==> src/rtl/lanzones_imem_responder.sv <==
// Instruction-memory responder for the lanzones core: host preload port plus valid/ready fetch port.
// Optional fetch wait states are enabled by defining LANZONES_IMEM_WAIT_EN (latency WAIT_CYCLES+1).
module lanzones_imem_responder #(
  parameter int unsigned AW       = 5,
  parameter logic [31:0] NOP_WORD = 32'h0000_0013
`ifdef LANZONES_IMEM_WAIT_EN
  ,
  parameter int unsigned WAIT_CYCLES = 2
`endif
) (
  input  logic          clk,
  input  logic          rstn,
  input  logic          ld_valid,
  output logic          ld_ready,
  input  logic [31:0]   ld_addr,
  input  logic [31:0]   ld_data,
  input  logic          ld_last,
  output logic [AW:0]   ld_count,
  output logic          ld_err,
  output logic          LEn,
  input  logic          RRdy,
  input  logic [31:0]   RAddr,
  output logic          RVld,
  output logic [31:0]   RData,
  output logic          rd_err
);

  localparam int unsigned DEPTH     = 2 ** AW;
  localparam logic [AW:0] DEPTH_CNT = (AW + 1)'(DEPTH);

  typedef enum logic [1:0] {
    S_LOAD  = 2'd0,
    S_IDLE  = 2'd1,
    S_WAIT  = 2'd2,
    S_VALID = 2'd3
  } state_t;

  state_t      state;
  state_t      state_nxt;
  logic [31:0] mem [DEPTH];

  logic        ld_fire;
  logic        ld_in_range;
  logic [31:0] fetch_addr;
  logic        fetch_in_range;
  logic        rdata_load;

  // Handshake outputs are pure state decodes, so they follow reset and state changes exactly.
  assign ld_ready    = (state == S_LOAD);
  assign LEn         = (state != S_LOAD);
  assign RVld        = (state == S_VALID);

  assign ld_fire     = ld_valid & ld_ready;
  assign ld_in_range = (ld_addr[31:AW] == '0);

`ifdef LANZONES_IMEM_WAIT_EN
  logic [3:0]  wait_cnt;
  logic [31:0] addr_q;

  // The address is frozen in S_IDLE; the array is read when the wait counter expires.
  assign fetch_addr = addr_q;

  always_ff @(posedge clk) begin
    if (!rstn) begin
      wait_cnt <= '0;
      addr_q   <= '0;
    end else if (state == S_IDLE && RRdy) begin
      wait_cnt <= 4'(WAIT_CYCLES);
      addr_q   <= RAddr;
    end else if (state == S_WAIT && wait_cnt != 4'd0) begin
      wait_cnt <= wait_cnt - 4'd1;
    end
  end
`else
  assign fetch_addr = RAddr;
`endif

  assign fetch_in_range = (fetch_addr[31:AW] == '0);

  // NOTE: every signal written in always_comb gets a default first so no latch is inferred.
  always_comb begin
    state_nxt  = state;
    rdata_load = 1'b0;
    unique case (state)
      S_LOAD: begin
        if (ld_fire && ld_last) state_nxt = S_IDLE;
      end
      S_IDLE: begin
        if (RRdy) begin
`ifdef LANZONES_IMEM_WAIT_EN
          state_nxt  = S_WAIT;
`else
          state_nxt  = S_VALID;
          rdata_load = 1'b1;
`endif
        end
      end
`ifdef LANZONES_IMEM_WAIT_EN
      S_WAIT: begin
        // Leaving while the counter steps 1->0 gives WAIT_CYCLES cycles in S_WAIT.
        if (wait_cnt <= 4'd1) begin
          state_nxt  = S_VALID;
          rdata_load = 1'b1;
        end
      end
`endif
      S_VALID: begin
        if (RRdy) state_nxt = S_IDLE;
      end
      default: state_nxt = S_LOAD;
    endcase
  end

  // NOTE: sequential state uses non-blocking assignments; reset here is synchronous to clk.
  always_ff @(posedge clk) begin
    if (!rstn) begin
      state    <= S_LOAD;
      ld_count <= '0;
      ld_err   <= 1'b0;
      RData    <= '0;
      rd_err   <= 1'b0;
    end else begin
      state  <= state_nxt;
      ld_err <= ld_fire && !ld_in_range;
      if (ld_fire && ld_in_range && ld_count != DEPTH_CNT) begin
        ld_count <= ld_count + 1'b1;
      end
      if (rdata_load) begin
        RData <= fetch_in_range ? mem[fetch_addr[AW-1:0]] : NOP_WORD;
        if (!fetch_in_range) rd_err <= 1'b1;
      end
    end
  end

  // NOTE: the array has no reset so the preloaded image survives rstn and maps to plain RAM.
  always_ff @(posedge clk) begin
    if (ld_fire && ld_in_range) begin
      mem[ld_addr[AW-1:0]] <= ld_data;
    end
  end

endmodule
==> config.mk <==
export PLATFORM = sky130hd
export DESIGN_NAME = lanzones_imem_responder
export DESIGN_NICKNAME = d
export VERILOG_FILES = /design/src/rtl/lanzones_imem_responder.sv
export SDC_FILE = /design/constraint.sdc
export NUM_CORES = 1
export LEC_CHECK = 0
export CORE_MARGIN = 2
export CORE_UTILIZATION = 60
export DETAILED_ROUTE_END_ITERATION = 6
export PLACE_DENSITY = 0.78
export SYNTH_ARGS = -nofsm -noshare
export SYNTH_HDL_FRONTEND = slang
export SYNTH_SLANG_ARGS = --single-unit
==> constraint.sdc <==
create_clock -name clk -period 7.7 [get_ports clk]
set_input_delay 1.925 -clock clk [delete_from_list [all_inputs] [get_ports clk]]
set_output_delay 1.925 -clock clk [all_outputs]
set_load 0.05 [all_outputs]
== Yosys cells after proc, flatten, opt, wreduce, memory -nomap -nowiden ==
Memories as Yosys holds them, arrays and structs flattened.
Cells that the tools add are included.
Word-level totals
  bits in registers: 42
  memories kept: 1
  output and inout port bits: 43
  RAM bits: 1024
  word-level logic and storage cells: 35
Memory list
  mem: words 32, width 32, rd ports 1, clocked after memory_dff 0, write ports 1, line 40  | logic [31:0] mem [DEPTH];
Operators by class
  bitwise logic cells: 2
  multiplexer cells: 9
  reduce and logical (&&, ||, !) cells: 11
  equal/unequal tests: 6
  add/subtract/negate cells: 1
Operator list (count)
  logical NOT 27 bit: 2
  two-way mux 32 bit: 1
  adder 6 x 1 -> 6 bit (second input constant): 1
  two-way mux 2 bit: 3
  inequality test 6 bit (second input constant): 1
  case mux 2 bit (3 select lines): 1
  logical AND 1 bit: 4
  two-way mux 1 bit: 4
  inequality test 2 bit (second input constant): 2
  AND reduction 3 bit: 1
  equality test 2 x 1 -> 1 bit (second input constant): 1
  equality test 2 bit (second input constant): 1
  logical NOT 2 bit: 1
  inequality test 2 x 1 -> 1 bit (second input constant): 1
  AND reduction 2 bit: 1
  nonzero test 2 bit: 1
  AND 1 bit: 1
  logical NOT 1 bit: 1
  NOT 1 bit: 1

== Longest topological paths before layout ==
  word-level depth: 5
  gate-level depth with buffers: 10

== Least setup slack after synthesis ==
OpenSTA, ideal clock, no wires.
  kind: input to register
  from: input port ld_addr[15]
  to: memory mem[24][0], enable pin
  library setup time: 0.421 ns
  setup slack: 2.665 ns
  stages on the path: 6
  buffers on the path: 1
  required time: 7.279 ns
  data arrival time: 4.614 ns
  cell sequence: nor4_1 nand4_1 or3_1 or3_1 clkbuf_1 nor2_1
Between the ends
  cells in the longest elaborated chain, start to end: 4
RTL lines
  start, declared: line 15  | input logic [31:0] ld_addr,
  logical NOT 27 bit: line 54  | assign ld_in_range = (ld_addr[31:AW] == '0);
  logical AND 1 bit: line 137  | if (ld_fire && ld_in_range) begin
  two-way mux 1 bit: line 137
  two-way mux 1 bit (implied by the code): line 138  | mem[ld_addr[AW-1:0]] <= ld_data;
  end, declared: line 40
Every way passes these cells.

== Final worst setup path ==
  from: input port ld_addr[14]
  to: memory mem[25][5], enable pin
The elaborated chain is that of the path after synthesis.

==> impl_metrics.csv <==
group,metric,value,unit
timing,maxSlewHeadroom,12.9,%
global_route,grt_start_max_net_pins,98,
timing,setup_viol,0,
synth,synthSimpleGateAreaFrac,3.16,%
synth,yosysWarnings,0,
routing,wirelength,99500,um
critical_path,max_stage_delay,1210,ps
synth,synth_edf_count,1024,
synth,synth-xor-area-share,0.0212,%
critical_path,path_buf_inv,1,
timing,slew_viol_final,0,
critical_path,rrSetupSlack,3590,ps
timing,skew,26.4,ps
synth,synthTopCellsByCount,"1024 x edfxtp_1, 195 x mux4_2, 156 x mux2i_1, 63 x nor2_1, 50 x a221oi_1",
placed_design,dp_cells,2921,
critical_path,reg2reg_to,"mem[25][5]",
cells_and_area,drive_gt1_share,20.3,%
synth,syn-cell-area,0.0413,mm2
critical_path,crit_family,"simple AND/OR/NAND/NOR gates",
routing,routedWlPerCell,32.0,um
synth,netlist.area_leader.share,74.5,%
global_route,grt_usage,28.6,%
power,ir_drop,0.226,mV
global_route,grt_pass1_wl,145000,um
status,status,"complete, no violations",
die,die_area,0.0709,mm2
min_path,hold_path_class,"reg -> reg",
synth,synth.most_common_cell,"edfxtp_1",
clock_tree,holdBufCountCts,0,
clock_tree,clockBufferDepth,3,
clock_tree,insertion_delay,670,ps
cells_and_area,syn_to_final_growth,14.0,%
synth,synth-seq-cells,1066,
placed_design,io_buffer_count,143,
timing,setup_tns,0,ps
synth,syn_nets,2055,
timing,tightest_slew,1300,ps
timing,clock.fmax,180,MHz
placed_design,gp_congestion,0.864,
run,drv_cap,0,
clock_tree,htree_levels,3,
cells_and_area,finalNetCount,2246,
synth,synth_cells,1952,
die,die_h,266,um
routing,drc,0,
die,io_pins,144,
synth,synthMuxAreaShare,15.8,%
placed_design,place_hpwl,57900,um
synth,syn_area_per_cell,21.1,um2
die,std_cell_rows,96,
synth,synthAdderAreaFrac,0.0606,%
critical_path,cp-start-kind,"input port",
synth,yosysUniqueCellTypes,51,
synth,synth_top_flop_cell,"edfxtp_1",
global_route,grt_pass1_vias,21300,
synth,synth_top_family_by_area,"multiplexers",
clock_tree,path_clk_slew,60,ps
critical_path,required,7970,ps
min_path,hp-start,"RData[15]",
cells_and_area,antenna_cells,0,
critical_path,crit_fanout,32,
global_route,gr-total-overflow,0,
clock_tree,cts_resized,0,
critical_path,worstPathArrival,5820,ps
critical_path,slowest_stage,"nor2_4",
routing,drt_iter0_drc,2715,
synth,ys_seq_area_share,76.6,%
timing,rsz0062_at_grt,"no",
critical_path,crit_cells,6,
synth,synth_compound_area_share,2.59,%
clock_tree,numCtsBuffers,102,
clock_tree,cts.sinks,1066,
timing,hold_viol,0,
power,powerDensity,253,mW/mm2
routing,ant_nets,0,
critical_path,rr_worst_depth,5,
min_path,worstHoldEndpoint,"RData[15]",
critical_path,end_kind,"register",
clock_tree,cts-root-buf,"clkbuf_16",
clock_tree,cts_tree,"yes",
critical_path,timing.critical_path.cells,"clkdlybuf4s50_1 -> nor4_1 -> nand4_1 -> nor3_1 -> nand3b_1 -> nor2_4",
power,leakage,15.1,nW
synth,synth_top_area_cell,"edfxtp_1",
critical_path,critPathKind,"in -> reg",
cells_and_area,fin_cells,3109,
timing,fin_crit_sh,72.1,%
die,core_area,0.0683,mm2
global_route,antenna_found_initial,0,
routing,vias,20900,
critical_path,rr_startpoint,"state[0]",
synth,ys_async_sr_fraction,0,%
routing,avgViaCountPerCell,6.73,
min_path,holdPathStages,2,
timing,min_period,5550,ps
clock_tree,cts_setup_buffers,0,
die,start_util,60.4,%
routing,firstDrtPassIters,6,
synth,yosys-top-cells-area,"edfxtp_1 75%, mux4_2 11%, mux2i_1 3.8%",
die,dieWidth,266,um
==> layout make-up <==
class,instances,area (um2)
clock buffer,144,2830
clock inverter,44,489
fill,3932,21300
inverter,8,31.3
multi-input combinational,772,9200
sequential,1066,31600
tap,882,1100
timing repair buffer,193,1810
==> cell usage in the layout, fill, tap and decap left out, types with 34 or more instances in the layout <==
cell / instances
nor2_4: 34
mux2i_1: 156
nand2_1: 44
edfxtp_1: 1024
mux4_2: 195
a221oi_1: 50
dfxtp_1: 42
clkbuf_16: 102
buf_4: 46
nand3_1: 41
clkdlybuf4s50_1: 129
==> where the power goes <==
part           switching [mW]  internal, mW  total [mW]
clock                    2.09          2.89        4.99
sequential            0.00135          6.35        6.35
combinational           0.356         0.221       0.576
==> how the worst max path moves through the flow <==
stage / slack (ps) / startpoint / end
2_1_floorplan: 2670 / ld_addr[15] / mem[24][0]
3_3_place_gp: 1690 / ld_addr[18] / mem[27][7]
3_5_place_dp: 1610 / ld_addr[14] / mem[27][23]
4_1_cts: 2240 / ld_addr[14] / mem[25][5]
5_1_grt: 1940 / ld_addr[14] / mem[25][29]
6_report: 2150 / ld_addr[14] / mem[25][5]
==> kinds of logic after synthesis <==
| family | Yosys count |
|---|---|
| buffers and inverters | 114 |
| xor gates and xnor gates | 1 |
| muxes | 377 |
| adders and majority gates | 2 |
| DFF | 1066 |
| AOI/OAI and AO/OA | 142 |
| and+or+nand+nor | 250 |
==> per-layer routing <==
layer,routed length [um],vias to the layer above,GRT usage (%)
met1,36300,10800,38.8
met5,0,-,0
li1,-,8564,-
met3,9170,218,4.51
met4,4150,0,11.9
met2,49900,1294,47.0
==> stage by stage <==
stage,setup WS [ps],util [%],hold WS [ps],cell area (um2),power (mW)
after floorplan,2670,-,501,41300,6.78
after global placement,1690,64.0,445,43700,7.03
after detailed placement,1610,64.0,452,43700,7.05
after CTS,2240,68.9,466,47100,11.9
after global routing,1940,68.9,487,47100,12.2
final,2150,68.9,460,47100,11.9
==> worst register-to-register path, stage by stage, from the launching register on <==
cell and delay [ps]:
dfxtp_1 350, nor2_1 280, nand2_1 160, nor3_1 790, nand3b_1 900, nor2_4 1220
==> flip-flops by register name, indices dropped and copies added, names as in the netlist <==
signal    count
mem        1024
RData        32
ld_count      6
state         2
ld_err        1
rd_err        1
(Power assumes the default switching activity.)
